## src/rtl/mem_stall_controller_pkg.sv

```systemverilog
`default_nettype none
// ============================================================================
//  Module   : mem_stall_controller_pkg
//  Brief    : Shared definitions for the MEM-stage miss stall controller:
//             controller state encoding, counter widths, address helper.
//  Revision : 1.0 - initial release
// ============================================================================
package mem_stall_controller_pkg;

    localparam int c_STATE_W = 3;
    localparam int c_MISS_W  = 16;

    typedef enum logic [c_STATE_W-1:0] {
        ST_IDLE  = 3'd0,
        ST_REQ   = 3'd1,
        ST_WAIT  = 3'd2,
        ST_FILL  = 3'd3,
        ST_ERROR = 3'd4
    } ctrlState_t;

    localparam logic [c_MISS_W-1:0] c_MISS_MAX = '1;

    // Clear the byte-offset bits so the refill starts on a block boundary.
    function automatic logic [31:0] blockAlign(input logic [31:0] addr,
                                               input int          blockBytes);
        logic [31:0] w_offsetMask;
        w_offsetMask = 32'(blockBytes) - 32'd1;
        return addr & ~w_offsetMask;
    endfunction

endpackage
`default_nettype wire

```

## src/rtl/stall_timeout_counter.sv

```systemverilog
`default_nettype none
// ============================================================================
//  Module   : stall_timeout_counter
//  Brief    : Refill watchdog. Counts cycles while enabled; the terminal
//             output marks the TIMEOUT-th enabled cycle since the last clear.
//  Revision : 1.0 - initial release
// ============================================================================
module stall_timeout_counter
    import mem_stall_controller_pkg::*;
#(
    parameter int TIMEOUT = 255
) (
    input  logic clk,
    input  logic reset,
    input  logic i_clear,
    input  logic i_enable,
    output logic o_terminal
);

    // Values 0..TIMEOUT-1 are needed; a count of TIMEOUT-1 is the last
    // permitted cycle, so the counter never has to represent TIMEOUT itself.
    localparam int                  c_CNT_W = (TIMEOUT > 1) ? $clog2(TIMEOUT) : 1;
    localparam logic [c_CNT_W-1:0]  c_LAST  = c_CNT_W'(TIMEOUT - 1);

    logic [c_CNT_W-1:0] r_count;

    // Clear on reset or refill start; count up while enabled, holding at the last value.
    always_ff @(posedge clk) begin
        if (reset || i_clear) begin
            r_count <= '0;
        end else if (i_enable && (r_count != c_LAST)) begin
            r_count <= r_count + c_CNT_W'(1);
        end
    end

    assign o_terminal = (r_count == c_LAST);

endmodule
`default_nettype wire

```

## src/rtl/mem_stall_controller.sv

```systemverilog
`default_nettype none
// ============================================================================
//  Module   : mem_stall_controller
//  Brief    : Stalls the pipeline on a MEM-stage cache miss, requests a
//             block refill from main memory, strobes the cache fill, and
//             flags a sticky bus error if memory does not answer in time.
//  Revision : 1.0 - initial release
// ============================================================================
module mem_stall_controller
    import mem_stall_controller_pkg::*;
#(
    parameter int BLOCK_BYTES = 16,
    parameter int TIMEOUT     = 255
) (
    input  logic                clk,
    input  logic                reset,
    input  logic                memAccess,
    input  logic                hit,
    input  logic [31:0]         address,
    input  logic                memAck,
    input  logic                memReady,
    output logic                stall,
    output logic                wbBubble,
    output logic                memReq,
    output logic [31:0]         memAddr,
    output logic                fillWrite,
    output logic                busError,
    output logic [c_MISS_W-1:0] missCount
);

    ctrlState_t          r_state;
    ctrlState_t          w_nextState;
    logic [31:0]         r_memAddr;
    logic [c_MISS_W-1:0] r_missCount;
    logic                r_busError;

    logic w_stall;
    logic w_memReq;
    logic w_fillWrite;
    logic w_missStart;
    logic w_timerClear;
    logic w_timerEnable;
    logic w_timeout;

    stall_timeout_counter #(
        .TIMEOUT    (TIMEOUT)
    ) u_timeout (
        .clk        (clk),
        .reset      (reset),
        .i_clear    (w_timerClear),
        .i_enable   (w_timerEnable),
        .o_terminal (w_timeout)
    );

    // Controller state register.
    always_ff @(posedge clk) begin
        if (reset) begin
            r_state <= ST_IDLE;
        end else begin
            r_state <= w_nextState;
        end
    end

    // Next-state and Moore/Mealy outputs; the timeout wins over any memory response.
    always_comb begin
        w_nextState   = r_state;
        w_stall       = 1'b0;
        w_memReq      = 1'b0;
        w_fillWrite   = 1'b0;
        w_missStart   = 1'b0;
        w_timerClear  = 1'b0;
        w_timerEnable = 1'b0;
        case (r_state)
            ST_IDLE: begin
                if (memAccess && !hit) begin
                    w_stall      = 1'b1;
                    w_missStart  = 1'b1;
                    w_timerClear = 1'b1;
                    w_nextState  = ST_REQ;
                end
            end
            ST_REQ: begin
                w_stall       = 1'b1;
                w_memReq      = 1'b1;
                w_timerEnable = 1'b1;
                if (w_timeout) begin
                    w_nextState = ST_ERROR;
                end else if (memAck && memReady) begin
                    w_nextState = ST_FILL;
                end else if (memAck) begin
                    w_nextState = ST_WAIT;
                end
            end
            ST_WAIT: begin
                w_stall       = 1'b1;
                w_timerEnable = 1'b1;
                if (w_timeout) begin
                    w_nextState = ST_ERROR;
                end else if (memReady) begin
                    w_nextState = ST_FILL;
                end
            end
            ST_FILL: begin
                w_stall     = 1'b1;
                w_fillWrite = 1'b1;
                w_nextState = ST_IDLE;
            end
            ST_ERROR: begin
                w_stall = 1'b1;
            end
            default: begin
                w_stall     = 1'b1;
                w_nextState = ST_IDLE;
            end
        endcase
    end

    // Capture the block-aligned refill address when a miss is accepted.
    always_ff @(posedge clk) begin
        if (reset) begin
            r_memAddr <= '0;
        end else if (w_missStart) begin
            r_memAddr <= blockAlign(address, BLOCK_BYTES);
        end
    end

    // Saturating miss counter.
    always_ff @(posedge clk) begin
        if (reset) begin
            r_missCount <= '0;
        end else if (w_missStart && (r_missCount != c_MISS_MAX)) begin
            r_missCount <= r_missCount + c_MISS_W'(1);
        end
    end

    // Sticky bus-error flag, cleared only by reset.
    always_ff @(posedge clk) begin
        if (reset) begin
            r_busError <= 1'b0;
        end else if (w_nextState == ST_ERROR) begin
            r_busError <= 1'b1;
        end
    end

    assign stall     = w_stall;
    assign wbBubble  = w_stall;
    assign memReq    = w_memReq;
    assign fillWrite = w_fillWrite;
    assign memAddr   = r_memAddr;
    assign missCount = r_missCount;
    assign busError  = r_busError;

endmodule
`default_nettype wire

```

## config.mk

```make
export PLATFORM = sky130hd
export DESIGN_NAME = mem_stall_controller
export DESIGN_NICKNAME = d
export VERILOG_FILES = /design/src/rtl/mem_stall_controller_pkg.sv /design/src/rtl/stall_timeout_counter.sv /design/src/rtl/mem_stall_controller.sv
export SDC_FILE = /design/constraint.sdc
export NUM_CORES = 1
export LEC_CHECK = 0
export ABC_AREA = 1
export CELL_PAD_IN_SITES_DETAIL_PLACEMENT = 0
export CELL_PAD_IN_SITES_GLOBAL_PLACEMENT = 1
export CORE_ASPECT_RATIO = 2
export CORE_MARGIN = 4
export CORE_UTILIZATION = 30
export DETAILED_ROUTE_END_ITERATION = 7
export PLACE_DENSITY = 0.79
export SLEW_MARGIN = 5
export SYNTH_ARGS = -nofsm -noshare
export SYNTH_HDL_FRONTEND = slang
export SYNTH_SLANG_ARGS = --single-unit
```

## constraint.sdc

```tcl
create_clock -name clk -period 1.8 [get_ports clk]
set_input_delay 0.54 -clock clk [delete_from_list [all_inputs] [get_ports clk]]
set_output_delay 0.54 -clock clk [all_outputs]
set_load 0.1 [all_outputs]
```

==> summary.txt, run 1 <==
Synthesis
  – Synth Register Bits: between 50 and 60
  – Largest family of logic cells by synthesized area: simple AND/OR/NAND/NOR gates
  – Post-Synth Adder-Cell Area: 0.01403
  – Post-synth top area share: 0.4191
  – Post-synth EDFFs: 0
  – Mux contribution to synthesized area: 0
  – Top post-synthesis cells by area: dfxtp_1 (42%), nor2_1 (12%), nand2_1 (11%)
  – Synth Area per Inst: 7.096 um2
  – Yosys cell types: 30
  – Compound-Gate Fraction of Synth Area: 0.1211
  – Synth warn: 0
  – Post-synthesis simple-gate area fraction: 0.3265
  – Ys async rst share: 0
  – Sequential area share after synthesis: 0.4191
  – Synth Flop Type: dfxtp_1
  – Synthesized cell area: between 0.002 and 0.003 mm2
  – Dominant cell type by area after synthesis: dfxtp_1
  – Synthesized instance count: ~380
  – Post-Synth XOR/XNOR Area: 0.03274

Pwr
  – Peak supply drop: around 0.65 mV
  – Internal power: about 2.2 mW
  – Switch share: 0.3447
  – Power Density: around 760 mW/mm2
  – Net Sw Power: about 1.1 mW
  – Combinational share of power: 0.303
  – P_leak: 1.691 nW
  – Sequential Power Share: 0.411
  – Clock power frac: 0.287

Clock tree
  – H-tree level count: 2
  – Worst-path clk slew: ~0.07 ns
  – Post-CTS Setup Bufs: 0
  – CTS Buffer Depth: 2
  – Clock Latency Late Sink: between 0.2 and 0.3 ns
  – Clock Sink Count: 56
  – Clk root buf: clkbuf_16
  – TritonCTS Buffers: 5
  – CTS tree: yes

Floorplanning
  – I/O pin cnt: 91
  – Die footprint: 0.01058 mm2
  – Core Box Area: 0.008648 mm2
  – Std cell rows: 48
  – Die Ht: between 100 and 150 um
  – DIE WIDTH: roughly 75 um
  – Initial cell density of the core: 0.3093

Placement
  – Area after DPL: ~0.0042 mm2
  – I/O Buffers: 82
  – Placer congestion estimate: ~0.8
  – Detail Placement HPWL: 6091 um

Run status
  – Outcome: completed

Setup path
  – R2r setup slk: 0.18 ns
  – CP Launch Point: hit
  – Max FO, Critical Path: 2
  – Worst reg2reg path startpoint: missCount[1]
  – CP Class: primary input to primary output
  – WP data arrival: 1.19 ns
  – FF-to-FF path depth: 10
  – Required time worst endpoint: 1.26 ns
  – Worst setup endpoint: wbBubble
  – Critical Path Source Type: primary input
  – Worst r2r dst: missCount[15]
  – Setup crit end kind: primary output

Timing
  – Crit share post-route: 0.9636
  – Endpoints failing setup: 0
  – Post-layout min period: roughly 1.7 ns
  – Clock Skews: ~0.007 ns
  – Max-slew violations: 0
  – FMAX: 0.5766 GHz
  – Hold Fails Final Rpt: 0
  – Setup TNS: 0 ns
  – RSZ-0062 raised after global routing: no

Route
  – Via Count: 2678
  – Top Metal Used: met4
  – Remaining DRCs: 0
  – Via density: around 4.7
  – DRT Pass-1 Iters: 4
  – Routed wire per std cell: roughly 14 um
  – Wire length on met2: roughly 4400 um
  – Met3 Wirelength: 370 um
  – Number of nets with antenna violations after detailed routing: 0
  – Wire length on met1: between 2000 and 3000 um
  – DRT iter0 DRCs: approximately 130
  – WL final: around 7600 um

Cells and area
  – Most frequent cells in the layout: nor2_1 (83), nand2_1 (80), buf_12 (52)
  – Ant. Diodes: 0
  – Area Growth Syn to Fin: 62.35%
  – Commonest non-fill, non-tap cell in the layout: nor2_1
  – Layout cells sized above 1: 0.2575
  – Final core utilization: 0.5022
  – # nets final: around 510
  – Cell area after layout: 0.004343 mm2

Global routing
  – Largest net degree at the start of global routing: 30
  – Total GRT Usage: 0.1532
  – Global-route wire length before repair: approximately 13000 um
  – Total gr overflow: 0
  – Initial antenna violation count: 0
  – Vias in the first global route: about 2600

Min path
  – Hold Crit Class: flip-flop to flip-flop

Job
  – Maxcap violations: 0
==> worst max-delay path: stages <==
cell and delay (ns):
clkdlybuf4s15_1 0.17, nor2_2 0.16, inv_2 0.06, nand3_4 0.08, buf_12 0.18
==> state kept, by name (all words and copies together), names as in the netlist <==
signal and cells:
u_timeout.r_count 8, r_state 3, memAddr 28, missCount 16, busError 1
==> cells in the mapped netlist, types with 2 or more instances <==
| master | n |
|---|---|
| a21oi_1 | 13 |
| a21oi_2 | 8 |
| buf_2 | 2 |
| buf_4 | 6 |
| clkbuf_1 | 7 |
| dfxtp_1 | 56 |
| ha_1 | 3 |
| inv_1 | 24 |
| inv_2 | 3 |
| nand2_1 | 80 |
| nand2_2 | 9 |
| nand3_1 | 12 |
| nand3_2 | 2 |
| nand4_1 | 5 |
| nor2_1 | 84 |
| nor2_2 | 2 |
| nor2_4 | 3 |
| nor3_1 | 4 |
| o21ai_0 | 35 |
| xnor2_1 | 4 |
| xor2_1 | 6 |
==> what timing repair did <==
item | 4_1_cts | 5_1_grt
pin swaps | 1 | 1
hold buffers | 0 | 0
resized for setup | 3 | 4
endpoints found under the setup margin | 2 | 4
==> final cells by class <==
| type | count | area, um2 |
|---|---|---|
| clock buffer | 7 | 132.6 |
| clock inverter | 1 | 3.754 |
| fill | 808 | 4305 |
| inverter | 28 | 110.1 |
| multi-input combinational | 278 | 1369 |
| sequential | 56 | 1149 |
| tap | 100 | 125.1 |
| timing repair buffer | 96 | 1454 |
==> worst min path at each step <==
stage	from	endpoint	slack (ns)	cells past startpoint
finish	u_timeout.r_count[5]	u_timeout.r_count[5]	0.50	2
detailed placement	u_timeout.r_count[5]	u_timeout.r_count[5]	0.49	2
floorplan	u_timeout.r_count[7]	u_timeout.r_count[7]	0.47	2
CTS	u_timeout.r_count[5]	u_timeout.r_count[5]	0.50	2
global placement	u_timeout.r_count[5]	u_timeout.r_count[5]	0.48	2
global route	u_timeout.r_count[4]	u_timeout.r_count[4]	0.53	2
==> metrics by stage <==
step / total power, mW / instances / hold WS [ns] / worst slack, ns
5_1_grt: 3.463 / 566 / 0.5294 / 0.002009
3_3_place_gp: 2.385 / 558 / 0.4793 / -0.2447
4_1_cts: 3.362 / 566 / 0.5020 / 0.008135
3_5_place_dp: 2.395 / 558 / 0.4908 / -0.2416
6_report: 3.307 / 566 / 0.4974 / 0.06558
2_1_floorplan: 2.003 / 380 / 0.4663 / 0.007343
==> routing by layer <==
layer,global-route usage,vias up
met3,0.03546,18
met2,0.2863,71
met5,0,-
met1,0.1515,1228
li1,-,1361
met4,0.07036,0
==> cells by family after synthesis <==
logic type / Yosys count
compound gates: 58
xor+xnor: 10
fa+ha+maj: 3
buf+inv: 46
flops: 56
other cells: 1
simple gates: 203
==> power groups by stage <==
| stage | combinational (mW) | sequential [mW] | clock (mW) |
|---|---|---|---|
| after floorplan | 0.283 | 1.72 | 0 |
| after global placement | 1.00 | 1.38 | 0 |
| after detailed placement | 1.01 | 1.39 | 0 |
| after CTS | 1.01 | 1.36 | 0.994 |
| after global routing | 1.05 | 1.37 | 1.05 |
| final | 1.00 | 1.36 | 0.948 |
No activity file was read; power rests on OpenSTA's default activity.
==> inputs of run 2 (changes only) <==
==> constraint.sdc (replaced) <==
create_clock -name clk -period 1.8 [get_ports clk]
set_input_delay 0.36 -clock clk [delete_from_list [all_inputs] [get_ports clk]]
set_output_delay 0.36 -clock clk [all_outputs]
set_load 0.1 [all_outputs]
==> run 2 against run 1 <==
  * Core utilization is 0.39 points lower
  * Die area stayed put
  * Fmax barely moved
  * Clock skew decreased by 0.0014 ns
  * Highest routed layer unchanged
  * Via count is 0.56% lower
  * Largest power group unchanged
  * Clock power grew 4.5%
==> summary.txt, run 2 (synthesized netlist as in run 1, its figures left out) <==
Run status
  – Outcome: completed

Setup path
  – CP top delay family: buffers and inverters
  – CP Class: primary input to primary output
  – Max FO, Critical Path: 2 (unchanged)
  – CP Cell Sequence: clkdlybuf4s50_1, inv_1, nor2_1, inv_1, nand3_2, buf_12
  – Required time worst endpoint: 1.44 ns (+0.18 ns)
  – R2r setup slk: 0.21 ns (+0.03 ns)
  – WP data arrival: 1.37 ns (+0.18 ns)
  – CP most frequent cell: inv_1
  – CP Buf/Inv Count: 4 (+1)
  – CP Launch Point: memAccess
  – Setup crit end kind: primary output
  – CP peak stage delay: 0.45 ns (+0.27 ns)
  – Critical Path Source Type: primary input
  – Slowest CP cell: clkdlybuf4s50_1
  – Worst reg2reg path startpoint: missCount[0]

Pwr
  – Sequential Power Share: 0.406 (-0.005)
  – Switch share: 0.3505 (+0.005804)
  – Peak supply drop: 0.6972 mV (+7.1%)
  – Power Density: 774.5 mW/mm2 (+1.7%)
  – Internal power: 2.168 mW (about the same)
  – Clock power frac: 0.297 (+0.010)
  – Tot Pwr: 3.338 mW (+0.93%)
  – Net Sw Power: 1.170 mW (+2.6%)
  – Combinational share of power: 0.297 (-0.006)
  – P_leak: 1.684 nW (-0.44%)

Placement
  – Placed instance count: 557 (-0.18%)
  – I/O Buffers: 82 (unchanged)
  – Pre-CTS setup slack: -0.03168 ns (+0.2100 ns)
  – Placer congestion estimate: 0.8293 (+1.4%)
  – Detail Placement HPWL: 6081 um (-0.16%)
  – Area after DPL: 0.004163 mm2 (-0.86%)

Floorplanning
  – Initial cell density of the core: 0.3093 (unchanged)
  – DIE WIDTH: 74.77 um (unchanged)
  – Core Box Area: 0.008648 mm2 (unchanged)
  – Die footprint: 0.01058 mm2 (unchanged)
  – I/O pin cnt: 91 (unchanged)
  – Die Ht: 141.5 um (unchanged)
  – Std cell rows: 48 (unchanged)

Cells and area
  – Most frequent cells in the layout: nor2_1 (84), nand2_1 (80), buf_12 (51)
  – Number of flip-flops under the largest register name: 28 (unchanged)
  – Commonest non-fill, non-tap cell in the layout: nor2_1
  – Final Non-Filler Cells: 565 (-0.18%)
  – Area Growth Syn to Fin: 61.08%
  – Layout cells sized above 1: 0.2516 (-0.005898)
  – Cell area after layout: 0.004309 mm2 (-0.78%)
  – Ant. Diodes: 0 (unchanged)
  – # nets final: 505 (-0.20%)

Global routing
  – Total gr overflow: 0 (unchanged)
  – Global-route wire length before repair: 12030 um (-4.3%)
  – Vias in the first global route: 2537 (-3.5%)
  – Total GRT Usage: 0.1491 (-0.004085)
  – Largest net degree at the start of global routing: 29 (-3.3%)
  – Most Crowded Layer GR: met2
  – Initial antenna violation count: 0 (unchanged)
  – Met1 Resource Use GR: 0.1423 (-0.009209)
  – GR Util met3: 0.03688 (+0.001418)
  – Grt met2 use: 0.2677 (-0.01856)

Timing
  – Setup ws final: 0.06503 ns (-0.0005552 ns)
  – Clock Skews: 0.005798 ns (-0.001409 ns)
  – Endpoints failing setup: 0 (unchanged)
  – RSZ-0062 raised after global routing: no
  – Max-slew violations: 0 (unchanged)
  – Hold Fails Final Rpt: 0 (unchanged)
  – Post-layout min period: 1.735 ns (+0.0005552 ns)
  – FMAX: 0.5764 GHz (about the same)
  – Crit share post-route: 0.9639 (about the same)
  – Setup TNS: 0 ns (unchanged)

Clock tree
  – CTS tree: yes
  – Post_cts resized: 0 (-3)
  – H-tree level count: 2 (unchanged)
  – TritonCTS Buffers: 5 (unchanged)
  – Worst-path clk slew: 0.07 ns (about the same)
  – Hold_buf cts: 0 (unchanged)
  – CTS Buffer Depth: 2 (unchanged)
  – Clock Latency Late Sink: 0.30 ns (about the same)
  – Post-CTS Setup Bufs: 0 (unchanged)
  – Clk root buf: clkbuf_16
  – Clock Sink Count: 56 (unchanged)

Min path
  – Start point of the worst hold path: u_timeout.r_count[5]
  – Hold Crit Class: flip-flop to flip-flop

Route
  – Number of nets with antenna violations after detailed routing: 0 (unchanged)
  – DRT iter0 DRCs: 126 (-1.6%)
  – Remaining DRCs: 0 (unchanged)
  – Via Count: 2663 (-0.56%)
  – DRT Pass-1 Iters: 6 (+2)
  – Via density: 4.713 (-0.38%)
  – WL final: 7548 um (-1.3%)
  – Routed wire per std cell: 13.36 um (-1.1%)

Job
  – Maxcap violations: 0 (unchanged)
-- run 2: final timing paths --
check	to	cells after the start
min reg2reg	u_timeout.r_count[5]	2
min	u_timeout.r_count[5]	2
max reg2reg	missCount[14]	10
max	wbBubble	6
-- run 2: per-stage QoR --
| step | util | hold WS, ns |
|---|---|---|
| after detailed placement | 0.4813 | 0.4897 |
| final | 0.4983 | 0.5020 |
| after global placement | 0.4813 | 0.4782 |
| after floorplan | - | 0.4663 |
| after CTS | 0.4983 | 0.5014 |
| after global routing | 0.4983 | 0.5262 |
-- run 2: routing by layer --
layer	routed length, um	up-vias
li1	-	1356
met1	2444	1197
met2	4238	81
met3	375	29
met4	489	0
met5	0	-
-- run 2: area by class of cell --
class | instances | area (um2)
fillers | 854 | 4339
repair buffers | 95 | 1434
multi-input cells | 278 | 1348
flip-flops and latches | 56 | 1146
clock buffers | 5 | 125.1
well taps | 100 | 125.1
inverters | 28 | 110.1
clock inverters | 3 | 21.27
-- run 2: worst min-delay path, cell delays in order, from the launching register on --
cell and delay [ns]:
dfxtp_1 0.34, nand2_1 0.07, a21oi_1 0.05
-- run 2: power by group through the flow --
| stage | clock [mW] | sequential [mW] | combinational [mW] |
|---|---|---|---|
| after CTS | 1.04 | 1.36 | 1.00 |
| final | 0.991 | 1.36 | 0.991 |
| after global routing | 1.09 | 1.36 | 1.04 |
| after global placement | 0 | 1.38 | 0.995 |
| after detailed placement | 0 | 1.39 | 0.999 |
| after floorplan | 0 | 1.72 | 0.271 |
